==> src/rtl/eiu_pkg.sv <==
// Shared definitions for the exception/interrupt unit: cause codes, FSM states,
// mtvec modes and the trap-vector computation.
package eiu_pkg;

  localparam logic [3:0] EXC_INST_MISALIGN = 4'd0;
  localparam logic [3:0] EXC_ILLEGAL       = 4'd2;
  localparam logic [3:0] EXC_EBREAK        = 4'd3;
  localparam logic [3:0] EXC_LD_MISALIGN   = 4'd4;
  localparam logic [3:0] EXC_ST_MISALIGN   = 4'd6;
  localparam logic [3:0] EXC_ECALL         = 4'd11;

  localparam logic [3:0] IRQ_MSI = 4'd3;
  localparam logic [3:0] IRQ_MTI = 4'd7;
  localparam logic [3:0] IRQ_MEI = 4'd11;

  localparam logic [1:0] MTVEC_DIRECT   = 2'b00;
  localparam logic [1:0] MTVEC_VECTORED = 2'b01;

  typedef enum logic [1:0] {
    ST_IDLE,
    ST_TRAP,
    ST_MRET,
    ST_REDIR
  } eiu_state_e;

  // Vectored mode only offsets interrupts; a zero mtvec falls back to reset_pc.
  function automatic logic [31:0] trap_target(input logic [31:0] mtvec,
                                              input logic        irq,
                                              input logic [3:0]  code,
                                              input logic [31:0] reset_pc);
    logic [31:0] tgt;
    tgt = {mtvec[31:2], 2'b00};
    if (mtvec[1:0] == MTVEC_VECTORED && irq)
      tgt = tgt + {26'b0, code, 2'b00};
    if (mtvec == '0)
      tgt = reset_pc;
    return tgt;
  endfunction

endpackage

==> src/rtl/eiu_cause_enc.sv <==
// Combinational trap-cause priority encoder: interrupts first, then exceptions.
module eiu_cause_enc
  import eiu_pkg::*;
(
  input  logic [2:0] irq_pend,     // {MEI, MTI, MSI}
  input  logic       mstatus_mie,
  input  logic       exc_inst_misalign,
  input  logic       exc_illegal,
  input  logic       exc_ebreak,
  input  logic       exc_ecall,
  input  logic       exc_ld_misalign,
  input  logic       exc_st_misalign,
  output logic       take,
  output logic       is_irq,
  output logic [3:0] code
);

  always_comb begin
    take   = 1'b0;
    is_irq = 1'b0;
    code   = '0;
    if (mstatus_mie && (irq_pend != 3'b000)) begin
      take   = 1'b1;
      is_irq = 1'b1;
      if (irq_pend[2])      code = IRQ_MEI;
      else if (irq_pend[0]) code = IRQ_MSI;
      else                  code = IRQ_MTI;
    end else begin
      take = 1'b1;
      if (exc_inst_misalign)    code = EXC_INST_MISALIGN;
      else if (exc_illegal)     code = EXC_ILLEGAL;
      else if (exc_ebreak)      code = EXC_EBREAK;
      else if (exc_ecall)       code = EXC_ECALL;
      else if (exc_ld_misalign) code = EXC_LD_MISALIGN;
      else if (exc_st_misalign) code = EXC_ST_MISALIGN;
      else                      take = 1'b0;
    end
  end

endmodule

==> src/rtl/eiu.sv <==
// Exception/interrupt unit: synchronises interrupt lines, arbitrates traps at
// commit and sequences CSR strobes and the fetch redirect through a small FSM.
module eiu
  import eiu_pkg::*;
#(
  parameter int unsigned SYNC_STAGES = 2,
  parameter logic [31:0] RESET_PC    = 32'h0000_0000
) (
  input  logic        clk,
  input  logic        rst_n,
  input  logic        ext_irq,
  input  logic        time_irq,
  input  logic        soft_irq,
  input  logic        commit_valid,
  output logic        commit_ready,
  input  logic [31:0] commit_pc,
  input  logic [31:0] commit_inst,
  input  logic [31:0] commit_mem_addr,
  input  logic        exc_inst_misalign,
  input  logic        exc_illegal,
  input  logic        exc_ebreak,
  input  logic        exc_ecall,
  input  logic        exc_ld_misalign,
  input  logic        exc_st_misalign,
  input  logic        is_mret,
  input  logic [31:0] mstatus_r,
  input  logic [31:0] mie_r,
  input  logic [31:0] mtvec_r,
  input  logic [31:0] mepc_r,
  output logic        trap_en,
  output logic        mret_commit,
  output logic [31:0] mepc_from_eiu,
  output logic [31:0] mcause_from_eiu,
  output logic [31:0] mtval_from_eiu,
  output logic        inst_finish,
  output logic        flush,
  output logic        redirect_valid,
  output logic [31:0] redirect_pc,
  input  logic        redirect_ready
);

  logic [SYNC_STAGES-1:0] ext_sync_q;
  logic [SYNC_STAGES:0]   ext_chain;
  logic                   time_q, soft_q;

  assign ext_chain = {ext_sync_q, ext_irq};

  always_ff @(posedge clk or negedge rst_n) begin
    if (!rst_n) begin
      ext_sync_q <= '0;
      time_q     <= 1'b0;
      soft_q     <= 1'b0;
    end else begin
      ext_sync_q <= ext_chain[SYNC_STAGES-1:0];
      time_q     <= time_irq;
      soft_q     <= soft_irq;
    end
  end

  logic [2:0] irq_pend;
  logic       take, is_irq;
  logic [3:0] code;

  assign irq_pend = {ext_chain[SYNC_STAGES] & mie_r[11],
                     time_q & mie_r[7],
                     soft_q & mie_r[3]};

  eiu_cause_enc u_cause_enc (
    .irq_pend          (irq_pend),
    .mstatus_mie       (mstatus_r[3]),
    .exc_inst_misalign (exc_inst_misalign),
    .exc_illegal       (exc_illegal),
    .exc_ebreak        (exc_ebreak),
    .exc_ecall         (exc_ecall),
    .exc_ld_misalign   (exc_ld_misalign),
    .exc_st_misalign   (exc_st_misalign),
    .take              (take),
    .is_irq            (is_irq),
    .code              (code)
  );

  logic [31:0] mtval_d;

  always_comb begin
    mtval_d = '0;
    if (!is_irq) begin
      case (code)
        EXC_INST_MISALIGN:                mtval_d = commit_pc;
        EXC_ILLEGAL:                      mtval_d = commit_inst;
        EXC_LD_MISALIGN, EXC_ST_MISALIGN: mtval_d = commit_mem_addr;
        default:                          mtval_d = '0;
      endcase
    end
  end

  eiu_state_e  state_q;
  logic        commit_ready_q, trap_en_q, mret_q, flush_q, redirect_valid_q;
  logic [31:0] redirect_pc_q, mepc_q, mtval_q;
  logic        irq_q;
  logic [3:0]  code_q;
  logic        idle_accept;

  assign idle_accept = (state_q == ST_IDLE) && commit_valid;

  always_ff @(posedge clk or negedge rst_n) begin
    if (!rst_n) begin
      state_q          <= ST_IDLE;
      commit_ready_q   <= 1'b1;
      trap_en_q        <= 1'b0;
      mret_q           <= 1'b0;
      flush_q          <= 1'b0;
      redirect_valid_q <= 1'b0;
      redirect_pc_q    <= '0;
      mepc_q           <= '0;
      mtval_q          <= '0;
      irq_q            <= 1'b0;
      code_q           <= '0;
    end else begin
      trap_en_q <= 1'b0;
      mret_q    <= 1'b0;
      flush_q   <= 1'b0;
      case (state_q)
        ST_IDLE: begin
          if (commit_valid && take) begin
            mepc_q         <= {commit_pc[31:2], 2'b00};
            mtval_q        <= mtval_d;
            irq_q          <= is_irq;
            code_q         <= code;
            trap_en_q      <= 1'b1;
            flush_q        <= 1'b1;
            commit_ready_q <= 1'b0;
            state_q        <= ST_TRAP;
          end else if (commit_valid && is_mret) begin
            mret_q         <= 1'b1;
            flush_q        <= 1'b1;
            commit_ready_q <= 1'b0;
            state_q        <= ST_MRET;
          end
        end
        ST_TRAP: begin
          redirect_pc_q    <= trap_target(mtvec_r, irq_q, code_q, RESET_PC);
          redirect_valid_q <= 1'b1;
          state_q          <= ST_REDIR;
        end
        ST_MRET: begin
          redirect_pc_q    <= mepc_r;
          redirect_valid_q <= 1'b1;
          state_q          <= ST_REDIR;
        end
        ST_REDIR: begin
          if (redirect_ready) begin
            redirect_valid_q <= 1'b0;
            commit_ready_q   <= 1'b1;
            state_q          <= ST_IDLE;
          end
        end
        default: state_q <= ST_IDLE;
      endcase
    end
  end

  // Retirement is reported in the accept cycle itself; trapped instructions never retire.
  assign inst_finish     = idle_accept && !take;
  assign commit_ready    = commit_ready_q;
  assign trap_en         = trap_en_q;
  assign mret_commit     = mret_q;
  assign flush           = flush_q;
  assign redirect_valid  = redirect_valid_q;
  assign redirect_pc     = redirect_pc_q;
  assign mepc_from_eiu   = mepc_q;
  assign mcause_from_eiu = {irq_q, 27'b0, code_q};
  assign mtval_from_eiu  = mtval_q;

  logic unused_bits;
  assign unused_bits = ^{mstatus_r[31:4], mstatus_r[2:0], mie_r[31:12], mie_r[10:8],
                         mie_r[6:4], mie_r[2:0]};

endmodule

==> config.mk <==
export PLATFORM = sky130hd
export DESIGN_NAME = eiu
export DESIGN_NICKNAME = d
export VERILOG_FILES = /design/src/rtl/eiu_pkg.sv /design/src/rtl/eiu_cause_enc.sv /design/src/rtl/eiu.sv
export SDC_FILE = /design/constraint.sdc
export NUM_CORES = 1
export LEC_CHECK = 0
export ABC_AREA = 0
export CAP_MARGIN = 20
export CORE_AREA = 2 2 143 145
export CTS_BUF_LIST = sky130_fd_sc_hd__clkbuf_8 sky130_fd_sc_hd__clkbuf_16
export CTS_CLUSTER_SIZE = 20
export DETAILED_ROUTE_END_ITERATION = 8
export DIE_AREA = 0 0 145 147
export PLACE_DENSITY = 0.73
export SETUP_SLACK_MARGIN = 0.5
export SLEW_MARGIN = 10
export SYNTH_ARGS = -nofsm -noshare
export SYNTH_HDL_FRONTEND = slang
export SYNTH_SLANG_ARGS = --single-unit
export TNS_END_PERCENT = 100
==> constraint.sdc <==
create_clock -name clk -period 2.6 [get_ports clk]
set_input_delay 0.78 -clock clk [delete_from_list [all_inputs] [get_ports clk]]
set_output_delay 0.78 -clock clk [all_outputs]
set_load 0.05 [all_outputs]
======== Word-level counts from Yosys, hierarchy flattened ========
Index checks and enable logic that the tools add are counted.
operators by class
  mux-type cells .......................... 39
  equal/unequal tests ..................... 9
  reduce and logical (&&, ||, !) cells .... 20
  bitwise gates (word level) .............. 3
  add/sub/neg operators ................... 1
operators with widths
  operator                                                number
  two-way mux 32 bit                                      3
  case mux 32 bit (3 select lines)                        1
  case mux 32 bit (2 select lines)                        1
  adder 32 x 6 -> 32 bit                                  1
  zero test 32 bit                                        1
  two-way mux 4 bit                                       7
  two-way mux 1 bit                                       19
  equality test 4 x 3 -> 1 bit (second input constant)    2
  logical AND 1 bit                                       6
  two-way mux 2 bit                                       3
  two-way mux 3 bit                                       2
  case mux 2 bit (3 select lines)                         1
  AND reduction 2 bit                                     3
  nonzero test 2 bit                                      3
  equality test 2 x 1 -> 1 bit (second input constant)    2
  equality test 2 bit (second input constant)             2
  equality test 4 x 2 -> 1 bit (second input constant)    1
  zero test 4 bit                                         1
  case mux 1 bit (2 select lines)                         2
  OR reduction 2 bit                                      2
  bitwise AND 1 bit                                       3
  inequality test 3 x 1 -> 1 bit (second input constant)  1
  AND reduction 3 bit                                     1
  nonzero test 3 bit                                      1
  3 further kinds                                         3
storage, ports and cells
  bits of input ports ..................... 238
  logic and storage cells ................. 86
  output and inout port bits .............. 134
  bits in registers ....................... 110

======== Depth between registers and ports, before layout ========
Gate-level depths: netlist (run 1).
  word-level depth ........................ 11
  gate-level depth with buffers ........... 8
  gate-level depth less buffers ........... 8

======== By module ========
A second synthesis (run 1) with hierarchy kept.
second synthesis, totals
  cells, all modules ...................... 535
  area, all modules ....................... 5916.9 µm²
modules (own cells, without submodules)
  module         times used  cells each  seq. area each (µm²)  area each (µm²)
  eiu            1           519         2753.9                5806.8
  eiu_cause_enc  1           16          0.0                   110.1

======== Least setup slack after synthesis (run 1) ========
No wires, ideal clock.
  path type ............................... input-to-output
  from .................................... input port exc_inst_misalign
  to ...................................... output port inst_finish
  path buffers ............................ 0
  data arrival time ....................... 2490 ps
  cell stages on the path ................. 3
  setup slack ............................. -670 ps
  data required time ...................... 1820 ps
  path through ............................ or4_1 a2111o_1 nor2_1
on the way
  word-level cells in the longest chain between the ends .. 4
ends and longest elaborated chain
  what                line                 text
  start: declaration  eiu.sv:19            input logic exc_inst_misalign,
  two-way mux 1 bit   eiu_cause_enc.sv:30  if (exc_inst_misalign) code = EXC_INST_MISALIGN;
  two-way mux 1 bit   eiu_cause_enc.sv:22  if (mstatus_mie && (irq_pend != 3'b000)) begin
  zero test 1 bit     eiu.sv:163           assign inst_finish = idle_accept && !take;
  logical AND 1 bit   eiu.sv:163
  end: declaration    eiu.sv:35            output logic inst_finish,
Every way passes these cells.

======== Worst setup path after layout (run 1) ========
  from .................................... input port exc_illegal
  to ...................................... output port inst_finish
on the way
  word-level cells in the longest chain between the ends .. 5
ends and longest elaborated chain
  what                line                 text
  start: declaration  eiu.sv:20            input logic exc_illegal,
  two-way mux 1 bit   eiu_cause_enc.sv:31  else if (exc_illegal) code = EXC_ILLEGAL;
  two-way mux 1 bit   eiu_cause_enc.sv:30
  two-way mux 1 bit   eiu_cause_enc.sv:22
  zero test 1 bit     eiu.sv:163
  logical AND 1 bit   eiu.sv:163
Every way passes these cells.

==> results by group, run 1 <==
Yosys
  • Yosys reg bits: 110
  • EDFF count, synth: 0
  • Cell variety after synth: 51
  • Mapped Area: 0.005864 mm^2
  • Ys async rst share: 100.0%
  • Synth Flop Type: dfrtp_1
  • Ys Warns: 0
  • Post-Syn Area per Cell: 8.462 um^2
  • Cell count after synthesis: 693
  • Sequential area share after synthesis: 46.96%

Detailed routing
  • 1st-iter DRT viols: 409
  • DR vias/cell: 4.874
  • DR DRC count: 0
  • Final WL: 24490 um
  • Post-route ant nets: 0
  • WL/cell: 18.21 um
  • DR vias: 6555
  • Drt pass-1 iters: 4

Global routing
  • First-pass GRT wire length: 37430 um
  • Largest net degree at the start of global routing: 47
  • Initial antenna violation count: 0
  • Overflow after GRT: 0
  • Number of global-route vias before repair: 6750
  • GRT Total Usage: 22.65%

STA
  • RSZ-0062 raised after global routing: true
  • Final min period: 2.880 ns
  • Slew Limit Fails: 0
  • Final WS setup: -0.2799 ns
  • Setup_tns: -0.5591 ns
  • Clock skew: 0.01020 ns
  • F_max: 347.2 MHz
  • Slew margin rel.: 62.77%
  • Final Cycle Share: 110.8%
  • Final setup violating endpoints: 33
  • Hold Violations, Final: 0
  • Worst-Margin Slew: 0.5606 ns

Final layout
  • Commonest non-fill, non-tap cells in the layout: nand2_1, clkdlybuf4s50_1, dfrtp_1
  • Leading cell type in the layout, fill and taps excluded: nand2_1
  • N_diodes: 0
  • Layout Nets: 1317
  • Non-filler cells, final: 1345
  • Area grow syn2layout: 83.78%
  • Fillers: 1761
  • Fraction of layout cells with a size suffix above 1: 20.84%
  • Final design utilization: 54.31%

Setup path
  • Largest delay share family, worst path: simple AND/OR/NAND/NOR gates
  • Worst EP arrival: 2.10 ns
  • R2r startpoint: ext_sync_q[1]$_DFF_PN0_
  • Critical path class: primary input to primary output
  • Crit path launch type: primary input
  • Crit-path slowest cell: or4_4
  • Critical Path RT: 1.82 ns
  • Worst Setup SP: exc_illegal
  • Crit-path cells: buf_6 -> or4_4 -> a2111o_1 -> nor2_4 -> buf_12
  • CP max FO: 2
  • Critical Path Max Stage Delay: 0.56 ns
  • Critical path buffers and inverters: 2
  • Endpoint type of the worst setup path: primary output

Pwr
  • Lkg Pwr: 5.026 nW
  • PD cells: 1137 mW/mm^2
  • Switching share of power: 50.79%
  • Max VDD drop: 0.5348 mV
  • Combinational share of power: 64.8%
  • Clock network fraction of design power: 11.0%
  • Switching Power: 6.221 mW
  • Int Pwr: 6.029 mW
  • Sequential share of power: 24.3%

Clocking
  • Clock Sinks: 110
  • # hold bufs at CTS: 0
  • Clock Tree Buf Depth: 2
  • Reg clk slew, reported paths: 0.08 ns
  • H-tree Lvls: 3
  • Worst-Skew Late Latency: 0.35 ns
  • TritonCTS clock tree: done
  • Root Buffer Master: clkbuf_16
  • Num CTS Buffers: 9

Floorplan
  • Die H: 147 um
  • Cell row count: 52
  • Ports: 372
  • Die W: 145 um
  • Starting Density: 29.55%
  • Core area: 0.01984 mm^2
  • Die footprint: 0.02132 mm^2

Run status
  • Failing checks: setup timing
  • Outcome: complete, but fails checks

Place
  • Placer congestion estimate: 0.8746
  • Placement Setup Slack: -0.6840 ns
  • PortBufs: 282
  • Cell Count Post-Placement: 1287
  • Post-DP HPWL: 16710 um

Job
  • Max Cap Violations: 0

Hold path
  • Hold Path Origin: ext_sync_q[0]$_DFF_PN0_
  • Worst hold path type: flop to flop
## cells by family (layout without fill, tap and decap cells)
group / count (synthesis) / count (layout) / synth area share, %
flip-flops: 110 / 110 / 46.96
adder cells (fa/ha/maj): 9 / 9 / 2.048
XOR/XNOR: 28 / 28 / 4.182
AND/OR/NAND/NOR: 282 / 282 / 20.48
multiplexers: 3 / 3 / 0.5334
other: 1 / 29 / 0.06395
AO/OA/AOI/OAI: 190 / 190 / 19.01
buffers and inverters: 70 / 424 / 6.721
## cell usage after synthesis (all sizes together), types with 2 or more instances
master | instances | share of area [%]
buf | 40 | 4.8
nor2 | 18 | 1.2
a21oi | 76 | 6.5
a22o | 3 | 0.45
and3 | 5 | 0.53
xor2 | 23 | 3.4
and4 | 3 | 0.45
ha | 8 | 1.7
nand4 | 9 | 0.96
and2 | 5 | 0.53
o31ai | 2 | 0.26
dfrtp | 109 | 47
nand2 | 208 | 13
o21ai | 66 | 5.6
clkbuf | 24 | 1.5
nor3 | 3 | 0.26
o21a | 2 | 0.26
mux2i | 2 | 0.34
inv | 6 | 0.38
a22oi | 29 | 3.7
nor4 | 11 | 1.2
nand3 | 12 | 1.1
a21o | 2 | 0.26
a31oi | 2 | 0.21
xnor2 | 5 | 0.75
## worst register-to-register path, stage by stage, from the launching register on
cell,delay [ns]
dfrtp_1,0.39
a22o_1,0.22
a2111o_1,0.48
buf_4,0.16
buf_6,0.10
buf_6,0.12
nand3_4,0.10
inv_8,0.05
buf_12,0.13
bufbuf_16,0.28
nand2_1,0.07
nand2_1,0.06
## routing by layer
| metal | wire [um] | track usage (%) | vias to the layer above |
|---|---|---|---|
| li1 | - | - | 3088 |
| met1 | 9591 | 26.84 | 3069 |
| met2 | 12030 | 38.90 | 349 |
| met3 | 2102 | 6.056 | 49 |
| met4 | 767 | 9.703 | 0 |
| met5 | 0 | 0 | - |
## final timing paths
kind / endpoint / slack [ns] / cells past startpoint
max in group asynchronous: redirect_pc[12]$_DFFE_PN0P_ / 1.53 / 2
min in group asynchronous: redirect_pc[10]$_DFFE_PN0P_ / 0.38 / 1
hold / removal: ext_sync_q[1]$_DFF_PN0_ / 0.35 / 0
hold reg to reg: ext_sync_q[1]$_DFF_PN0_ / 0.35 / 0
setup reg to reg: mepc_from_eiu[15]$_DFFE_PN0P_ / 0.34 / 11
setup / recovery: inst_finish / -0.28 / 5
## power groups by stage
stage | clock [mW] | sequential (mW) | combinational, mW
6_report | 1.34 | 2.97 | 7.93
5_1_grt | 1.45 | 3.07 | 8.36
4_1_cts | 1.39 | 2.97 | 7.81
3_5_place_dp | 0 | 3.01 | 7.28
3_3_place_gp | 0 | 2.99 | 7.21
2_1_floorplan | 0 | 5.53 | 2.09
## timing repair
action,in CTS,in global routing
pin swaps,32,32
gates resized for setup,271,69
buffers inserted,21,7
hold endpoints to repair,0,0
gates cloned,13,1
endpoints found under the setup margin,207,113
## metrics by stage
step	instance area [um^2]	total power, mW	hold WS [ns]
floorplan	6181	7.612	0.3312
global route	10780	12.88	0.3613
detailed placement	9625	10.29	0.3389
finish	10780	12.25	0.3539
CTS	10650	12.17	0.3566
global placement	9625	10.19	0.3378
## layout make-up
cell class                      count  area [um^2]  area share, %
Clock inverter                      7        55.05         0.5108
Multi-Input combinational cell    541         3234          30.01
Clock buffer                        9        225.2          2.090
Tap cell                          270        337.8          3.134
Sequential cell                   110         2756          25.57
Timing Repair Buffer              402         4139          38.40
Inverter                            6        30.03         0.2786
## state kept, by name (all words and copies together), names as in the netlist, 2 cells and up
name / count
mtval_from_eiu: 32
redirect_pc: 32
mepc_from_eiu: 30
code_q: 4
ext_sync_q: 2
state_q: 2
Power figures use the tool's default switching activity.
==> inputs of run 2 (changes only) <==
--- a/config.mk
+++ b/config.mk
@@ -13,6 +13,7 @@
 export DETAILED_ROUTE_END_ITERATION = 8
 export DIE_AREA = 0 0 145 147
 export PLACE_DENSITY = 0.73
+export REMOVE_ABC_BUFFERS = 1
 export SETUP_SLACK_MARGIN = 0.5
 export SLEW_MARGIN = 10
 export SYNTH_ARGS = -nofsm -noshare
==> run 2 against run 1 <==
  * The run still ends with setup timing left
  * Register-to-register slack lost 0.04 ns
  * Clock power about the same
  * Count of clock-buffer cells in the layout is the same
  * Clock skew shrank 0.00080 ns
  * Non-clock buffer count rose by 14
  * Total power decreased by 1.2%
  * Maximum frequency down 1.1%
  * First-iteration DRC count down 45%
  * Design area rose by 1.2%
  * Critical path type unchanged
  * Critical endpoint unchanged
  * Largest cell class unchanged
==> results by group, run 2 (same netlist as run 1, synthesis figures left out) <==
Setup path
  • R2r worst-path depth: 11 (unchanged)
  • Worst EP arrival: 2.13 ns (+0.03 ns)
  • Endpoint type of the worst setup path: primary output
  • Worst flop-to-flop path endpoint: mtval_from_eiu[30]$_DFFE_PN0P_
  • Crit-path cells: buf_6 -> or4_4 -> a2111o_1 -> nor2_4 -> buf_12
  • R2r startpoint: ext_sync_q[1]$_DFF_PN0_
  • Reg2Reg Setup Slack: 0.30 ns (-0.04 ns)
  • Critical Path Max Stage Delay: 0.53 ns (-0.03 ns)
  • Worst Setup SP: exc_illegal
  • Critical path class: primary input to primary output
  • Crit path launch type: primary input
  • Critical Path RT: 1.82 ns (about the same)
  • Crit-path slowest cell: or4_4
  • CP max FO: 2 (unchanged)

Detailed routing
  • DR vias: 6670 (+1.8%)
  • 1st-iter DRT viols: 226 (-45%)
  • Drt pass-1 iters: 5 (+1)
  • DR DRC count: 0 (unchanged)
  • DR vias/cell: 4.904 (+0.63%)
  • Final WL: 25300 um (+3.3%)
  • WL/cell: 18.60 um (+2.1%)
  • Post-route ant nets: 0 (unchanged)

Place
  • PortBufs: 282 (unchanged)
  • Post-DP HPWL: 16820 um (+0.71%)
  • Placer congestion estimate: 0.8759 (+0.15%)

Floorplan
  • Starting Density: 29.55% (unchanged)
  • Die W: 145 um (unchanged)
  • Cell row count: 52 (unchanged)
  • Die H: 147 um (unchanged)
  • Core area: 0.01984 mm^2 (unchanged)
  • Ports: 372 (unchanged)
  • Die footprint: 0.02132 mm^2 (unchanged)

Clocking
  • Num CTS Buffers: 9 (unchanged)
  • Reg clk slew, reported paths: 0.08 ns (about the same)
  • Clock Sinks: 110 (unchanged)
  • Root Buffer Master: clkbuf_16
  • Clock Tree Buf Depth: 2 (unchanged)
  • # hold bufs at CTS: 0 (unchanged)
  • Worst-Skew Late Latency: 0.36 ns (about the same)
  • H-tree Lvls: 3 (unchanged)
  • TritonCTS clock tree: done

Global routing
  • Global Route met3 Usage: 6.149% (+0.093 points)
  • GR peak layer: met2
  • GRT Total Usage: 21.92% (-0.73 points)
  • Initial antenna violation count: 0 (unchanged)
  • Overflow after GRT: 0 (unchanged)
  • Largest net degree at the start of global routing: 111 (+140%)
  • Met2 Use GR: 38.93% (about the same)
  • Met1 GRT Util: 25.67% (-1.2 points)
  • Number of global-route vias before repair: 6719 (-0.46%)
  • First-pass GRT wire length: 36600 um (-2.2%)

Run status
  • Failing checks: setup timing
  • Outcome: complete, but fails checks

Pwr
  • Max VDD drop: 0.5985 mV (+12%)
  • Clock network fraction of design power: 11.1% (about the same)
  • PD cells: 1110 mW/mm^2 (-2.3%)
  • Tot Pwr: 12.10 mW (-1.2%)
  • Switching Power: 6.212 mW (-0.15%)
  • Sequential share of power: 24.4% (about the same)
  • Int Pwr: 5.891 mW (-2.3%)
  • Combinational share of power: 64.5% (-0.3 points)
  • Switching share of power: 51.33% (+0.54 points)
  • Lkg Pwr: 5.098 nW (+1.4%)

STA
  • Worst-Margin Slew: 0.6112 ns (+0.05058 ns)
  • F_max: 343.3 MHz (-1.1%)
  • Final Cycle Share: 112.0% (+1.3 points)
  • Final setup violating endpoints: 62 (+88%)
  • Slew margin rel.: 59.25% (-3.5 points)
  • RSZ-0062 raised after global routing: true
  • Clock skew: 0.009396 ns (-0.0008029 ns)
  • Hold Violations, Final: 0 (unchanged)
  • Final min period: 2.913 ns (+0.03331 ns)
  • Final WS setup: -0.3132 ns (-0.03331 ns)
  • Slew Limit Fails: 0 (unchanged)
  • Setup_tns: -3.359 ns (-2.800 ns)

Hold path
  • Worst Hold End: ext_sync_q[1]$_DFF_PN0_
  • WHS Path Cells: 0 (unchanged)
  • Worst hold path type: flop to flop
  • Hold Path Origin: ext_sync_q[0]$_DFF_PN0_

Job
  • Max Cap Violations: 0 (unchanged)

Final layout
  • Layout Nets: 1331 (+1.1%)
  • Area grow syn2layout: 85.94%
  • Commonest non-fill, non-tap cells in the layout: nand2_1, clkdlybuf4s50_1, dfrtp_1
  • Fraction of layout cells with a size suffix above 1: 21.76% (+0.93 points)
  • Leading cell type in the layout, fill and taps excluded: nand2_1
  • Fillers: 1753 (-0.45%)
==> run 2: changes by cell type in the layout (fill, tap and decap cells not counted), moves of 5 or more <==
cell,change
clkbuf_2,-6
buf_6,-7
o21ai_1,-7
clkbuf_16,+6
o21ai_0,+6
buf_12,+5
buf_4,+13
clkdlybuf4s15_1,-5
==> run 2: critical path, delay by kind of cell <==
family          cells  cell delay, ns
simple gates        2            0.66
compound gates      1            0.46
buf+inv             2            0.23
==> run 2: area by class of cell <==
class	instances	area [um^2]	area share, %
Timing Repair Buffer	416	4308	39.51
Multi-Input combinational cell	541	3201	29.35
Sequential cell	110	2755	25.27
Tap cell	270	337.8	3.098
Clock buffer	9	225.2	2.065
Clock inverter	7	50.05	0.4590
Inverter	6	25.02	0.2295
Antenna cell	1	2.502	0.02295
==> run 2: timing repair <==
action	CTS	global route
setup buffers	24	8
endpoints found under the setup margin	207	105
cloned	9	9
pin swaps	41	34
resized for setup	282	73
==> run 2: power groups by stage <==
stage	combinational, mW	sequential, mW	clock [mW]
final	7.80	2.95	1.35
after global routing	8.21	3.05	1.44
after floorplan	1.72	5.54	0
after CTS	7.23	2.95	1.38
after detailed placement	7.17	2.99	0
after global placement	7.07	2.96	0
==> run 2: worst max-delay path by stage <==
stage                                          to  slack (ns)  cells after the start
finish                                inst_finish       -0.31                      5
global route                          inst_finish       -0.33                      5
CTS                                   inst_finish       -0.31                      5
detailed placement                    inst_finish       -0.75                      5
global placement                      inst_finish       -0.73                      5
floorplan           mtval_from_eiu[0]$_DFFE_PN0P_       -1.03                      6
==> run 2: routing by layer <==
| metal | up-vias | wire length [um] |
|---|---|---|
| li1 | 3121 | - |
| met1 | 3187 | 9928 |
| met2 | 315 | 12800 |
| met3 | 47 | 1892 |
| met4 | 0 | 670 |
| met5 | - | 0 |
==> run 2: per-stage QoR <==
step | hold slack [ns] | setup slack [ns] | area (um^2) | cells | utilization [%]
3_5_place_dp | 0.3347 | -0.7518 | 9574 | 1293 | 48.25
3_3_place_gp | 0.3326 | -0.7295 | 9574 | 1293 | 48.25
2_1_floorplan | 0.3312 | -1.026 | 5598 | 657 | -
6_report | 0.3455 | -0.3132 | 10900 | 1360 | 54.95
5_1_grt | 0.3588 | -0.3344 | 10900 | 1359 | 54.94
4_1_cts | 0.3439 | -0.3096 | 10460 | 1342 | 52.70
